**src/rtl/cf_uart_pkg.sv**
```systemverilog
// Shared defaults and entry layout for the UART receive FIFO slice.
package cf_uart_pkg;

  localparam int DEF_DW = 8;
  localparam int DEF_AW = 4;
  localparam int DEF_TW = 16;

  // Stored entry: error flag above the character bits.
  typedef struct packed {
    logic              err;
    logic [DEF_DW-1:0] data;
  } cf_uart_entry_t;

endpackage

```
**src/rtl/cf_uart_rx_timer.sv**
```systemverilog
// Idle timeout counter: reloads on activity, counts ticks down while data waits.
module cf_uart_rx_timer
  import cf_uart_pkg::*;
#(
  parameter int TW = DEF_TW
) (
  input  logic          clk_i,
  input  logic          rst_i,
  input  logic          reload_i,
  input  logic          tick_i,
  input  logic          active_i,
  input  logic [TW-1:0] load_i,
  output logic          fire_o
);

  logic [TW-1:0] cnt_q, cnt_d;

  // Activity wins over a same-cycle tick; a zero reload value never fires.
  always_comb begin
    cnt_d  = cnt_q;
    fire_o = 1'b0;
    if (reload_i) begin
      cnt_d = load_i;
    end else if (tick_i && active_i && (cnt_q != '0)) begin
      cnt_d = cnt_q - TW'(1);
      if ((cnt_q == TW'(1)) && (load_i != '0)) fire_o = 1'b1;
    end
  end

  always_ff @(posedge clk_i) begin
    if (rst_i) cnt_q <= '0;
    else       cnt_q <= cnt_d;
  end

endmodule

```
**src/rtl/cf_uart_rx_fifo.sv**
```systemverilog
// UART receive FIFO with show-ahead head, watermark, sticky overrun and idle timeout.
module cf_uart_rx_fifo
  import cf_uart_pkg::*;
#(
  parameter int DW = DEF_DW,
  parameter int AW = DEF_AW,
  parameter int TW = DEF_TW
) (
  input  logic          clk_i,
  input  logic          rst_i,
  input  logic          rx_done,
  input  logic [DW-1:0] rx_data,
  input  logic          rx_err,
  input  logic          rd,
  output logic [DW-1:0] rdata,
  output logic          rerr,
  output logic          empty,
  output logic          full,
  output logic [AW:0]   level,
  input  logic [AW-1:0] threshold,
  output logic          above_th,
  input  logic          tick,
  input  logic [TW-1:0] to_load,
  output logic          timeout,
  output logic          overrun,
  input  logic          clr,
  input  logic          flush
);

  localparam int DEPTH = 1 << AW;

  // Entry layout {err, data}, same ordering as cf_uart_entry_t.
  logic [DW:0]  mem_q [DEPTH];
  logic [AW:0]  wptr_q, wptr_d;
  logic [AW:0]  rptr_q, rptr_d;
  logic         overrun_q, overrun_d;
  logic         timeout_q, timeout_d;
  logic         pop, push, ovr_set, fire;

  assign empty    = (wptr_q == rptr_q);
  assign full     = (wptr_q[AW] != rptr_q[AW]) && (wptr_q[AW-1:0] == rptr_q[AW-1:0]);
  assign level    = wptr_q - rptr_q;
  assign above_th = (level > {1'b0, threshold});
  assign rdata    = mem_q[rptr_q[AW-1:0]][DW-1:0];
  assign rerr     = mem_q[rptr_q[AW-1:0]][DW];
  assign timeout  = timeout_q;
  assign overrun  = overrun_q;

  // A pop frees a slot in the same cycle, so a push into a full FIFO is legal then.
  always_comb begin
    pop     = rd && !empty && !flush;
    push    = rx_done && !flush && (!full || pop);
    ovr_set = rx_done && !flush && full && !pop;
    wptr_d  = wptr_q;
    rptr_d  = rptr_q;
    if (flush) begin
      wptr_d = '0;
      rptr_d = '0;
    end else begin
      if (push) wptr_d = wptr_q + (AW+1)'(1);
      if (pop)  rptr_d = rptr_q + (AW+1)'(1);
    end
    overrun_d = ovr_set ? 1'b1 : (clr ? 1'b0 : overrun_q);
    timeout_d = fire    ? 1'b1 : (clr ? 1'b0 : timeout_q);
  end

  always_ff @(posedge clk_i) begin
    if (rst_i) begin
      wptr_q    <= '0;
      rptr_q    <= '0;
      overrun_q <= 1'b0;
      timeout_q <= 1'b0;
    end else begin
      wptr_q    <= wptr_d;
      rptr_q    <= rptr_d;
      overrun_q <= overrun_d;
      timeout_q <= timeout_d;
    end
  end

  always_ff @(posedge clk_i) begin
    if (push && !rst_i) mem_q[wptr_q[AW-1:0]] <= {rx_err, rx_data};
  end

  cf_uart_rx_timer #(.TW(TW)) u_timer (
    .clk_i    (clk_i),
    .rst_i    (rst_i),
    .reload_i (rx_done || rd || flush || empty),
    .tick_i   (tick),
    .active_i (!empty),
    .load_i   (to_load),
    .fire_o   (fire)
  );

endmodule

```
**config.mk**
```make
export PLATFORM = sky130hd
export DESIGN_NAME = cf_uart_rx_fifo
export DESIGN_NICKNAME = d
export VERILOG_FILES = /design/src/rtl/cf_uart_pkg.sv /design/src/rtl/cf_uart_rx_timer.sv /design/src/rtl/cf_uart_rx_fifo.sv
export SDC_FILE = /design/constraint.sdc
export NUM_CORES = 1
export LEC_CHECK = 0
export BUFFER_PORTS_ARGS = -buffer_cell sky130_fd_sc_hd__buf_2
export CORE_ASPECT_RATIO = 1.75
export CORE_MARGIN = 2
export CORE_UTILIZATION = 54
export DETAILED_ROUTE_END_ITERATION = 6
export GPL_ROUTABILITY_DRIVEN = 0
export PLACE_DENSITY = 0.82
export SYNTH_ARGS = -nofsm -noshare
export SYNTH_HDL_FRONTEND = slang
export SYNTH_HIERARCHICAL = 1
export SYNTH_SLANG_ARGS = --single-unit
```
**constraint.sdc**
```tcl
create_clock -name clk_i -period 2.4 [get_ports clk_i]
set_input_delay 0.48 -clock clk_i [delete_from_list [all_inputs] [get_ports clk_i]]
set_output_delay 0.48 -clock clk_i [all_outputs]
set_load 0.03 [all_outputs]
```
==> flow_metrics.tcl, run 1 <==
set metrics [dict create \
    dieHeight_um 160.3 \
    crit_fanout 3 \
    nNetsFinal 631 \
    start_util_pct 54.78 \
    max_cap_violations 0 \
    switching_share_pct 23.75 \
    coreArea_mm2 0.01376 \
    die_w_um 93.32 \
    multi_input_area_mm2 0.002669 \
    switchingPower_mw 1.510 \
    cts_hold_buf 0 \
    p_int_mw 4.849 \
    ff_latch_area_mm2 0.004977 \
    skew_ps 9.629 \
    routed_wl_um 17340 \
    pwr-share-comb_pct 5.0 \
    antenna_found_initial 0 \
    max_slew_margin_pct 57.33 \
    dieArea_mm2 0.01496 \
    syn_inst 482 \
    setup_ws_ps -347.5 \
    cp_common_cell "a21o_1" \
    initialDrtViolationCount 250 \
    cellPowerDensity_mw_per_mm2 679.2 \
    seq_area_frac_synth_pct 65.85 \
    p_leak_nw 3.236 \
    grt_max_degree 37 \
    cts_made_buffers 17 \
    rsz0062_at_grt "yes" \
    async_reset_ff_share_pct 0 \
    pre_cts_ws_ps -140.3 \
    num_vias 4648 \
    outcome "complete, but fails checks" \
    clkTransAtPathRegs_ps 70 \
    finalSetupTns_ps -1701 \
    fill_cells 845 \
    netlist.top_cell.by_area "edfxtp_1" \
    dr.pass1.iters 5 \
    crit_type "reg2out" \
    busiest_layer "met2" \
    final_cells 769 \
    grt_use_total_pct 23.94 \
    clock.fmax_mhz 364.0 \
    cts_tree "done" \
    critPathCaptureType "output port" \
    violations "setup timing" \
    synth_top_area_share_pct 57.35 \
    num_rows 57 \
    synth-edff-count 144 \
    period_needed_ps 2747 \
    drive_above_1_share_pct 40.54 \
    route.detailed.drc 0 \
    critPathMaxStageDelay_ps 340 \
    postLayoutCoreUtil_pct 68.03 \
    hold-worst-slack_ps 336.5 \
    cts.sinks 176 \
    slew_violations 0 \
    io_pins 55 \
    syn_area_mm2 0.007540 \
    grt.met1_usage_pct 26.37 \
    synth_area_leaders "edfxtp_1, mux4_2, dfxtp_1" \
    dp_cells 724 \
    cp_slowest_cell "dfxtp_2" \
    clk_latency_ps 430 \
    cp.arrival_ps 2270 \
    hold_viol 0 \
    port_buffers 54 \
    worst_pin_slew_ps 639.3 \
    hold_class "in2reg" \
    p_clk_share_pct 42.5 \
    use_met3_pct 4.503 \
    ys_ff_latch 176 \
    crit_family "compound AO/OA/AOI/OAI gates" \
    setup_viol 11 \
    yosysWarningCount 6 \
    syn_avg_cell_area_um2 15.64 \
    post_drt_wl_per_cell_um 22.55 \
    antenna_cells 0 \
    cp.buffers_inverters 2 \
    min_period_over_period_pct 114.5 \
    syn_nets 534 \
    cp.required_ps 1920 \
    grt_pass1_wl_um 26500 \
    vdd_drop_max_v 0.0006182 \
    seqPwrFrac_pct 52.5 \
    avgViaCountPerCell 6.044 \
    clock_path_buffers 2 \
    cts-root-buf "clkbuf_16" \
    synth-main-ff-cell "edfxtp_1" \
    grt_pass1_vias 4827 \
    dpl.hpwl_um 11410 \
    grtUsageMet2_pct 44.11 \
    htree_levels 4 \
    area_growth_syn_to_layout_pct 24.20 \
    startpoint_type "flip-flop" \
    overflow 0 \
    crit_chain "inv_2 -> ha_4 -> a21o_1 -> a21oi_2 -> xnor2_2 -> ha_1 -> a21oi_1 -> o21ai_1 -> a21o_1 -> buf_6" \
    ys_types 56 \
    ant_nets 0 \
]
## power by group through the flow
stage | clock network [mW] | logic (mW) | registers (mW)
4_1_cts | 2.72 | 0.311 | 3.34
3_3_place_gp | 0 | 0.269 | 3.40
5_1_grt | 2.86 | 0.344 | 3.34
2_1_floorplan | 0 | 0.155 | 3.40
6_report | 2.71 | 0.317 | 3.34
3_5_place_dp | 0 | 0.281 | 3.41
## Yosys cell counts, drive strengths merged (2+ instances only)
| cell | number |
|---|---|
| or3 | 4 |
| edfxtp | 144 |
| o21a | 11 |
| o211ai | 2 |
| nand4b | 2 |
| xnor2 | 7 |
| buf | 12 |
| a21o | 3 |
| nor3 | 12 |
| clkbuf | 9 |
| nand3 | 6 |
| nor4 | 9 |
| xor2 | 14 |
| or4 | 3 |
| o21ai | 5 |
| nand4 | 8 |
| nor2 | 30 |
| a2111oi | 3 |
| mux4 | 36 |
| nand2b | 2 |
| ha | 15 |
| or2 | 3 |
| dfxtp | 32 |
| nor2b | 6 |
| and4 | 3 |
| inv | 26 |
| nand2 | 16 |
| a22oi | 19 |
| a211oi | 4 |
| a21oi | 22 |
## worst min-delay path: cells and delay by family
family,cells,cell delay (ps)
buffers and inverters,1,90
AND/OR/NAND/NOR,2,150
## through the flow
| stage | power [mW] | instance area (um^2) |
|---|---|---|
| detailed placement | 3.687 | 8273 |
| finish | 6.360 | 9364 |
| floorplan | 3.558 | 7620 |
| global route | 6.544 | 9364 |
| global placement | 3.673 | 8273 |
| CTS | 6.366 | 9213 |
## cell families (layout without fill, tap and decap cells)
family | Yosys count | after routing | synth area share (%)
AO/OA/AOI/OAI | 76 | 76 | 7.318
multiplexers | 37 | 37 | 10.89
XOR/XNOR | 21 | 21 | 2.539
adder cells (fa/ha/maj) | 16 | 16 | 2.755
buffers and inverters | 47 | 157 | 2.688
flip-flops | 176 | 176 | 65.85
AND/OR/NAND/NOR | 109 | 109 | 7.966
## sequential cells by signal, indices dropped and copies added, names as in the netlist, named ones only
| register | cells |
|---|---|
| u_timer/cnt_q | 16 |
| rptr_q | 5 |
| mem_q | 144 |
| timeout | 1 |
| wptr_q | 5 |
| overrun | 1 |
## cell usage in the layout (no fill, tap or decap), drive strengths merged, types with 14 or more instances in the layout
cell type / count
edfxtp: 144
buf: 97
mux4: 36
inv: 36
dfxtp: 32
nor2: 30
a21oi: 22
a22oi: 19
clkbuf: 19
nand2: 16
ha: 15
xor2: 14
## what timing repair did
item,CTS,global route
gates cloned,2,0
buffers inserted,6,7
pin swaps,24,22
endpoints found under the hold margin,0,0
setup endpoints to repair,121,108
resized for setup,65,29
## routing by layer
metal / routed length [um] / share of wire [%] / vias up
met5: 0 / 0 / -
met4: 732 / 4.2 / 0
met3: 904 / 5.2 / 44
met2: 9730 / 56 / 202
met1: 5973 / 34 / 2318
li1: - / - / 2084
## worst paths after layout
check	slack, ps	endpoint	start	depth (start not counted)
setup / recovery	-350	above_th	rptr_q[1]	10
hold / removal	340	u_timer/cnt_q[3]	to_load[3]	3
setup reg to reg	50	u_timer/cnt_q[15]	rptr_q[2]	12
hold reg to reg	500	timeout	timeout	2
## layout make-up
class	instances	share of cell area, %
clock inverters	15	1.724
inverters	26	1.042
repair buffers	99	8.672
well taps	177	2.365
multi-input cells	259	28.50
flip-flops and latches	176	53.15
clock buffers	17	4.543
Note: power is estimated with default switching activity, not from simulation.
==> inputs of run 2 (changes only) <==
--- a/config.mk
+++ b/config.mk
@@ -9,8 +9,8 @@
 export CORE_ASPECT_RATIO = 1.75
 export CORE_MARGIN = 2
 export CORE_UTILIZATION = 54
+export CTS_CLUSTER_SIZE = 30
 export DETAILED_ROUTE_END_ITERATION = 6
-export GPL_ROUTABILITY_DRIVEN = 0
 export PLACE_DENSITY = 0.82
 export SYNTH_ARGS = -nofsm -noshare
 export SYNTH_HDL_FRONTEND = slang
==> constraint.sdc (replaced) <==
create_clock -name clk_i -period 2.4 [get_ports clk_i]
set_input_delay 0.12 -clock clk_i [delete_from_list [all_inputs] [get_ports clk_i]]
set_output_delay 0.12 -clock clk_i [all_outputs]
set_load 0.03 [all_outputs]
==> run 2 against run 1 <==
- the run still ends with setup timing left
- worst hold slack got worse by 310 ps
- flip-flop and latch count did not move
- die area did not move
- final cell count decreased by 1.0%
- sequential share of layout area up 2.0 points
- register-to-register slack gained 40 ps
- critical endpoint unchanged
==> flow_metrics.tcl, run 2 (synthesized netlist as in run 1, its figures left out) <==
set metrics [dict create \
    outcome "complete, but fails checks" \
    violations "setup timing" \
    initialDrtViolationCount 315 \
    num_rows 57 \
    final_common_cell "edfxtp_1" \
    rsz0062_at_grt "yes" \
    port_buffers 54 \
    crit-reg2reg-capture "mem_q[1][4]" \
    largest_reg_flops 144 \
    finalSetupTns_ps -54.96 \
    cp.arrival_ps 2330 \
    wl_met2_um 9422 \
    start_util_pct 54.78 \
    drt-met1-wl_um 5696 \
    clock_path_buffers 2 \
    cellPowerDensity_mw_per_mm2 681.6 \
    p_leak_nw 3.098 \
    route.detailed.drc 0 \
    routed_wl_um 15940 \
    gp_congestion 0.8493 \
    crit_type "reg2out" \
    crit_fanout 2 \
    grt_pass1_wl_um 24450 \
    cts_made_buffers 17 \
    grt_use_total_pct 21.88 \
    post_drt_wl_per_cell_um 20.94 \
    cts.sinks 176 \
    r2r_start "rptr_q[3]" \
    clk_latency_ps 420 \
    io_pins 55 \
    period_needed_ps 2455 \
    dpl.hpwl_um 10630 \
    hold_class "in2reg" \
    max_cap_violations 0 \
    hold_viol 0 \
    antenna_found_initial 0 \
    min_period_over_period_pct 102.3 \
    setup_ws_ps -54.96 \
    startpoint "wptr_q[0]" \
    num_vias 4548 \
    dieArea_mm2 0.01496 \
    avgViaCountPerCell 5.976 \
    crit_path_end "above_th" \
    multi_input_area_mm2 0.002571 \
    setup_viol 1 \
    ff2ff_path_depth 6 \
    hold-worst-slack_ps 30.31 \
    grt_pass1_vias 4711 \
    skew_ps 9.148 \
    cts_tree "done" \
    nNetsFinal 624 \
    grt_max_degree 37 \
    clkTransAtPathRegs_ps 60 \
    ant_nets 0 \
    clock.fmax_mhz 407.3 \
    pre_cts_ws_ps -113.0 \
    startpoint_type "flip-flop" \
    area_growth_syn_to_layout_pct 19.55 \
    die_w_um 93.32 \
    r2r_slack_ps 90 \
    wl_met3_um 603 \
    dieHeight_um 160.3 \
    fill_cells 947 \
    ff_latch_area_mm2 0.004971 \
    htree_levels 4 \
    overflow 0 \
    slew_violations 0 \
    layout_common_cells "edfxtp_1, buf_2, mux4_2" \
    drive_above_1_share_pct 34.25 \
    critPathCaptureType "output port" \
    vdd_drop_max_v 0.0005240 \
    dr.max_layer_used "met4" \
    worst_pin_slew_ps 747.8 \
    coreArea_mm2 0.01376 \
    antenna_cells 0 \
    cts-root-buf "clkbuf_16" \
    dr.pass1.iters 5 \
    cp.required_ps 2280 \
    max_slew_margin_pct 49.96 \
]
run 2: cell count changes in the layout (fill, tap and decap cells not counted), sizes merged:
cell,previous run,this run
buf,97,88
inv,36,27
clkinv,4,7
dlygate4sd3,0,3
clkinvlp,1,3
bufinv,0,1
clkbuf,19,20
run 2: through the flow:
step	instances	utilization [%]	total power, mW	area [um^2]
global route	761	65.49	6.316	9014
floorplan	482	-	3.557	7605
detailed placement	718	59.76	3.681	8225
finish	761	65.49	6.144	9014
global placement	718	59.76	3.670	8225
CTS	758	64.58	6.167	8889
run 2: worst min path at each step:
stage                           start  cells after the start           endpoint
after CTS                  to_load[3]                      3   u_timer/cnt_q[3]
after global routing       to_load[3]                      3   u_timer/cnt_q[3]
final                      to_load[8]                      4   u_timer/cnt_q[8]
after floorplan                 rst_i                      1   u_timer/cnt_q[1]
after global placement    to_load[15]                      3  u_timer/cnt_q[15]
after detailed placement  to_load[15]                      3  u_timer/cnt_q[15]
run 2: cell type report:
cell class | count | area share [%]
Sequential cell | 176 | 55.15
Multi-Input combinational cell | 259 | 28.53
Timing Repair Buffer | 92 | 6.927
Clock buffer | 19 | 4.803
Tap cell | 177 | 2.457
Inverter | 26 | 1.083
Clock inverter | 12 | 1.055
run 2: repair_timing:
action,CTS,global route
gates cloned,0,1
setup buffers,6,2
hold buffers,3,0
endpoints found under the hold margin,3,0
setup endpoints to repair,31,87
pin swaps,4,9
resized for setup,14,18
run 2: worst max-delay path, stage by stage (launching register included):
cell	delay, ps
dfxtp_2	320
inv_2	70
ha_4	130
inv_2	40
fa_2	380
xor2_2	180
ha_1	340
nand2_2	90
o21ai_2	50
a21o_1	180
buf_6	130
run 2: metal layers:
metal  up-vias  GRT usage (%)
met5         -              0
met4         0          7.286
met3        26          4.362
met2       154          41.14
met1      2300          24.08
li1       2068              -
run 2: report_power, final:
part	total [mW]	switching (mW)	internal [mW]
clock network	2.50	1.09	1.41
logic	0.302	0.179	0.123
registers	3.34	0.0213	3.32
==> inputs of run 3 (changes only) <==
--- a/config.mk
+++ b/config.mk
@@ -8,11 +8,10 @@
 export BUFFER_PORTS_ARGS = -buffer_cell sky130_fd_sc_hd__buf_2
 export CORE_ASPECT_RATIO = 1.75
 export CORE_MARGIN = 2
-export CORE_UTILIZATION = 54
+export CORE_UTILIZATION = 55
 export CTS_CLUSTER_SIZE = 30
 export DETAILED_ROUTE_END_ITERATION = 6
-export PLACE_DENSITY = 0.82
+export PLACE_DENSITY = 0.8
 export SYNTH_ARGS = -nofsm -noshare
 export SYNTH_HDL_FRONTEND = slang
-export SYNTH_HIERARCHICAL = 1
 export SYNTH_SLANG_ARGS = --single-unit
==> constraint.sdc (replaced) <==
create_clock -name clk_i -period 3.1 [get_ports clk_i]
set_input_delay 0.155 -clock clk_i [delete_from_list [all_inputs] [get_ports clk_i]]
set_output_delay 0.155 -clock clk_i [all_outputs]
set_load 0.03 [all_outputs]
==> run 3 against run 2 <==
- wire length down 4.1%
- sequential share of layout area up 2.6 points
- design area down 4.5%
- largest cell class unchanged
- flip-flop and latch count unchanged
- critical endpoint unchanged
- setup slack better by 190 ps
- the flow now finishes without violations
- die area down 3.3%
- sequential power down 22%
- via count down 6.4%
- largest power group unchanged
- final cell count down 5.8%
- critical path depth up 1
- synthesized cell count down 6.0%
==> flow_metrics.tcl, run 3 <==
set metrics [dict create \
    outcome "finished, final reports clean" \
    layout_common_cells "edfxtp_1, buf_2, nor2_1" \
    final_cells 717 \
    synth_compound_area_share_pct 3.341 \
    synth_top_area_share_pct 58.32 \
    grt_max_degree 37 \
    area_growth_syn_to_layout_pct 16.05 \
    drt-met1-wl_um 5814 \
    post_drt_wl_per_cell_um 21.32 \
    seqPwrFrac_pct 53.6 \
    p_int_mw 3.724 \
    cts-root-buf "clkbuf_16" \
    p_clk_share_pct 42.1 \
    die_w_um 91.77 \
    syn_area_mm2 0.007415 \
    synth_area_leaders "edfxtp_1, mux4_2, dfxtp_1" \
    drive_above_1_share_pct 29.10 \
    start_util_pct 55.70 \
    grt_pass1_vias 4304 \
    max_slew_margin_pct 52.62 \
    final_common_cell "edfxtp_1" \
    cts_made_buffers 17 \
    wl_met3_um 611 \
    synth-edff-count 144 \
    finalSetupTns_ps 0 \
    async_reset_ff_share_pct 0 \
    wl_met2_um 8537 \
    grt_use_total_pct 22.87 \
    synth_mux_area_share_pct 13.94 \
    switchingPower_mw 1.103 \
    overflow 0 \
    yosys-top-cells-count "edfxtp_1, nor2_1, mux4_2, dfxtp_1, nand2_1" \
    cp.required_ps 2940 \
    cts.sinks 176 \
    route.detailed.drc 0 \
    ys_types 46 \
    yosys.area_share.adder_pct 2.970 \
    dr.max_layer_used "met4" \
    dieArea_mm2 0.01446 \
    nNetsFinal 583 \
    yosysWarningCount 0 \
    routed_wl_um 15280 \
    largest_reg_flops 144 \
    synthSimpleGateAreaFrac_pct 8.707 \
    clkTransAtPathRegs_ps 70 \
    synth_xor_area_share_pct 2.362 \
    fill_cells 940 \
    dp_cells 682 \
    p_leak_nw 2.861 \
    power_mw 4.827 \
    vdd_drop_max_v 0.0005580 \
    slew_violations 0 \
    postLayoutCoreUtil_pct 64.63 \
    clk_latency_ps 420 \
    dr.pass1.iters 6 \
    clock.fmax_mhz 337.4 \
    postCtsResizedCells 0 \
    skew_ps 11.18 \
    pwr-share-comb_pct 4.3 \
    setup_viol 0 \
    synth_most_common_cell "edfxtp_1" \
    hold-worst-slack_ps 24.32 \
    coreArea_mm2 0.01331 \
    avgViaCountPerCell 5.934 \
    netlist.top_cell.by_area "edfxtp_1" \
    syn_avg_cell_area_um2 16.37 \
    cp.arrival_ps 2810 \
    antenna_cells 0 \
    rsz0062_at_grt "no" \
    synth_top_family_by_area "multiplexers" \
    num_vias 4255 \
    syn_inst 453 \
    period_needed_ps 2964 \
    worst_pin_slew_ps 709.7 \
    initialDrtViolationCount 359 \
    antenna_found_initial 0 \
    port_buffers 54 \
    grt_pass1_wl_um 24090 \
    min_period_over_period_pct 95.61 \
    gp_congestion 0.8749 \
    crit_type "reg2out" \
    switching_share_pct 22.85 \
    hold_class "in2reg" \
    crit_fanout 5 \
    dpl.hpwl_um 10250 \
    io_pins 55 \
    startpoint_type "flip-flop" \
    ant_nets 0 \
    num_rows 56 \
    syn_nets 506 \
    seq_area_frac_synth_pct 66.96 \
    cts_tree "done" \
    dieHeight_um 157.6 \
    max_cap_violations 0 \
    critPathCaptureType "output port" \
    cellPowerDensity_mw_per_mm2 560.9 \
    hold_viol 0 \
    clock_path_buffers 2 \
    synth-main-ff-cell "edfxtp_1" \
    ys_ff_latch 176 \
    htree_levels 4 \
]
run 3: cell types whose count changed in the layout (fill, tap and decap cells not counted), sizes merged, moves of 5 or more:
cell,delta
inv,-9
a22oi,-19
nor2,+16
a21oi,-13
nor3,-5
a211oi,+6
nand2b,+5
mux4,+9
o21a,-11
buf,-13
run 3: final timing paths:
path                                     endpoint  depth (start not counted)         from  slack (ps)
worst max-delay path                     above_th                         11    wptr_q[0]         140
worst min-delay path            u_timer.cnt_q[12]                          3  to_load[12]          20
worst max register to register        mem_q[1][0]                          7    wptr_q[2]         530
worst min register to register            overrun                          2      overrun         480
run 3: repair_timing:
action / in CTS / in global routing
hold buffers: 3 / 0
hold endpoints to repair: 3 / 0
setup buffers: 0 / 0
run 3: metal layers:
metal	GRT usage (%)	vias to the layer above
li1	-	1941
met1	27.14	2153
met2	41.56	139
met3	3.760	22
met4	8.955	0
met5	0	-
run 3: worst max-delay path, stage by stage (launching register included):
cell	delay, ps
dfxtp_1	420
inv_1	110
ha_1	200
inv_1	80
fa_1	450
ha_1	310
nor2b_1	130
o21ai_0	140
nand2b_1	80
a21oi_1	190
o21bai_1	100
buf_2	180
run 3: power groups by stage:
stage	clock (mW)	sequential [mW]	combinational, mW
after floorplan	0	2.63	0.121
after global placement	0	2.64	0.195
after detailed placement	0	2.64	0.204
after CTS	2.07	2.58	0.209
after global routing	2.17	2.59	0.230
final	2.03	2.59	0.208
run 3: logic make-up after synthesis:
group | count (synthesis)
muxes | 47
adders and majority gates | 17
xor gates and xnor gates | 20
AOI/OAI and AO/OA | 36
DFF | 176
buffers and inverters | 32
and+or+nand+nor | 125
run 3: layout make-up:
cell class / count / area (um^2) / share of cell area (%)
clock buffers: 18 / 429.2 / 4.988
clock inverters: 14 / 147.6 / 1.716
inverters: 12 / 45.04 / 0.5235
multi-input cells: 245 / 2328 / 27.06
flip-flops and latches: 176 / 4966 / 57.71
well taps: 174 / 217.7 / 2.530
repair buffers: 78 / 470.5 / 5.467
run 3: through the flow:
step                area, um^2  setup slack (ps)
floorplan                 7415             366.3
global placement          7998             736.7
detailed placement        7998             597.9
CTS                       8605             111.3
global route              8605             5.721
finish                    8605             136.2
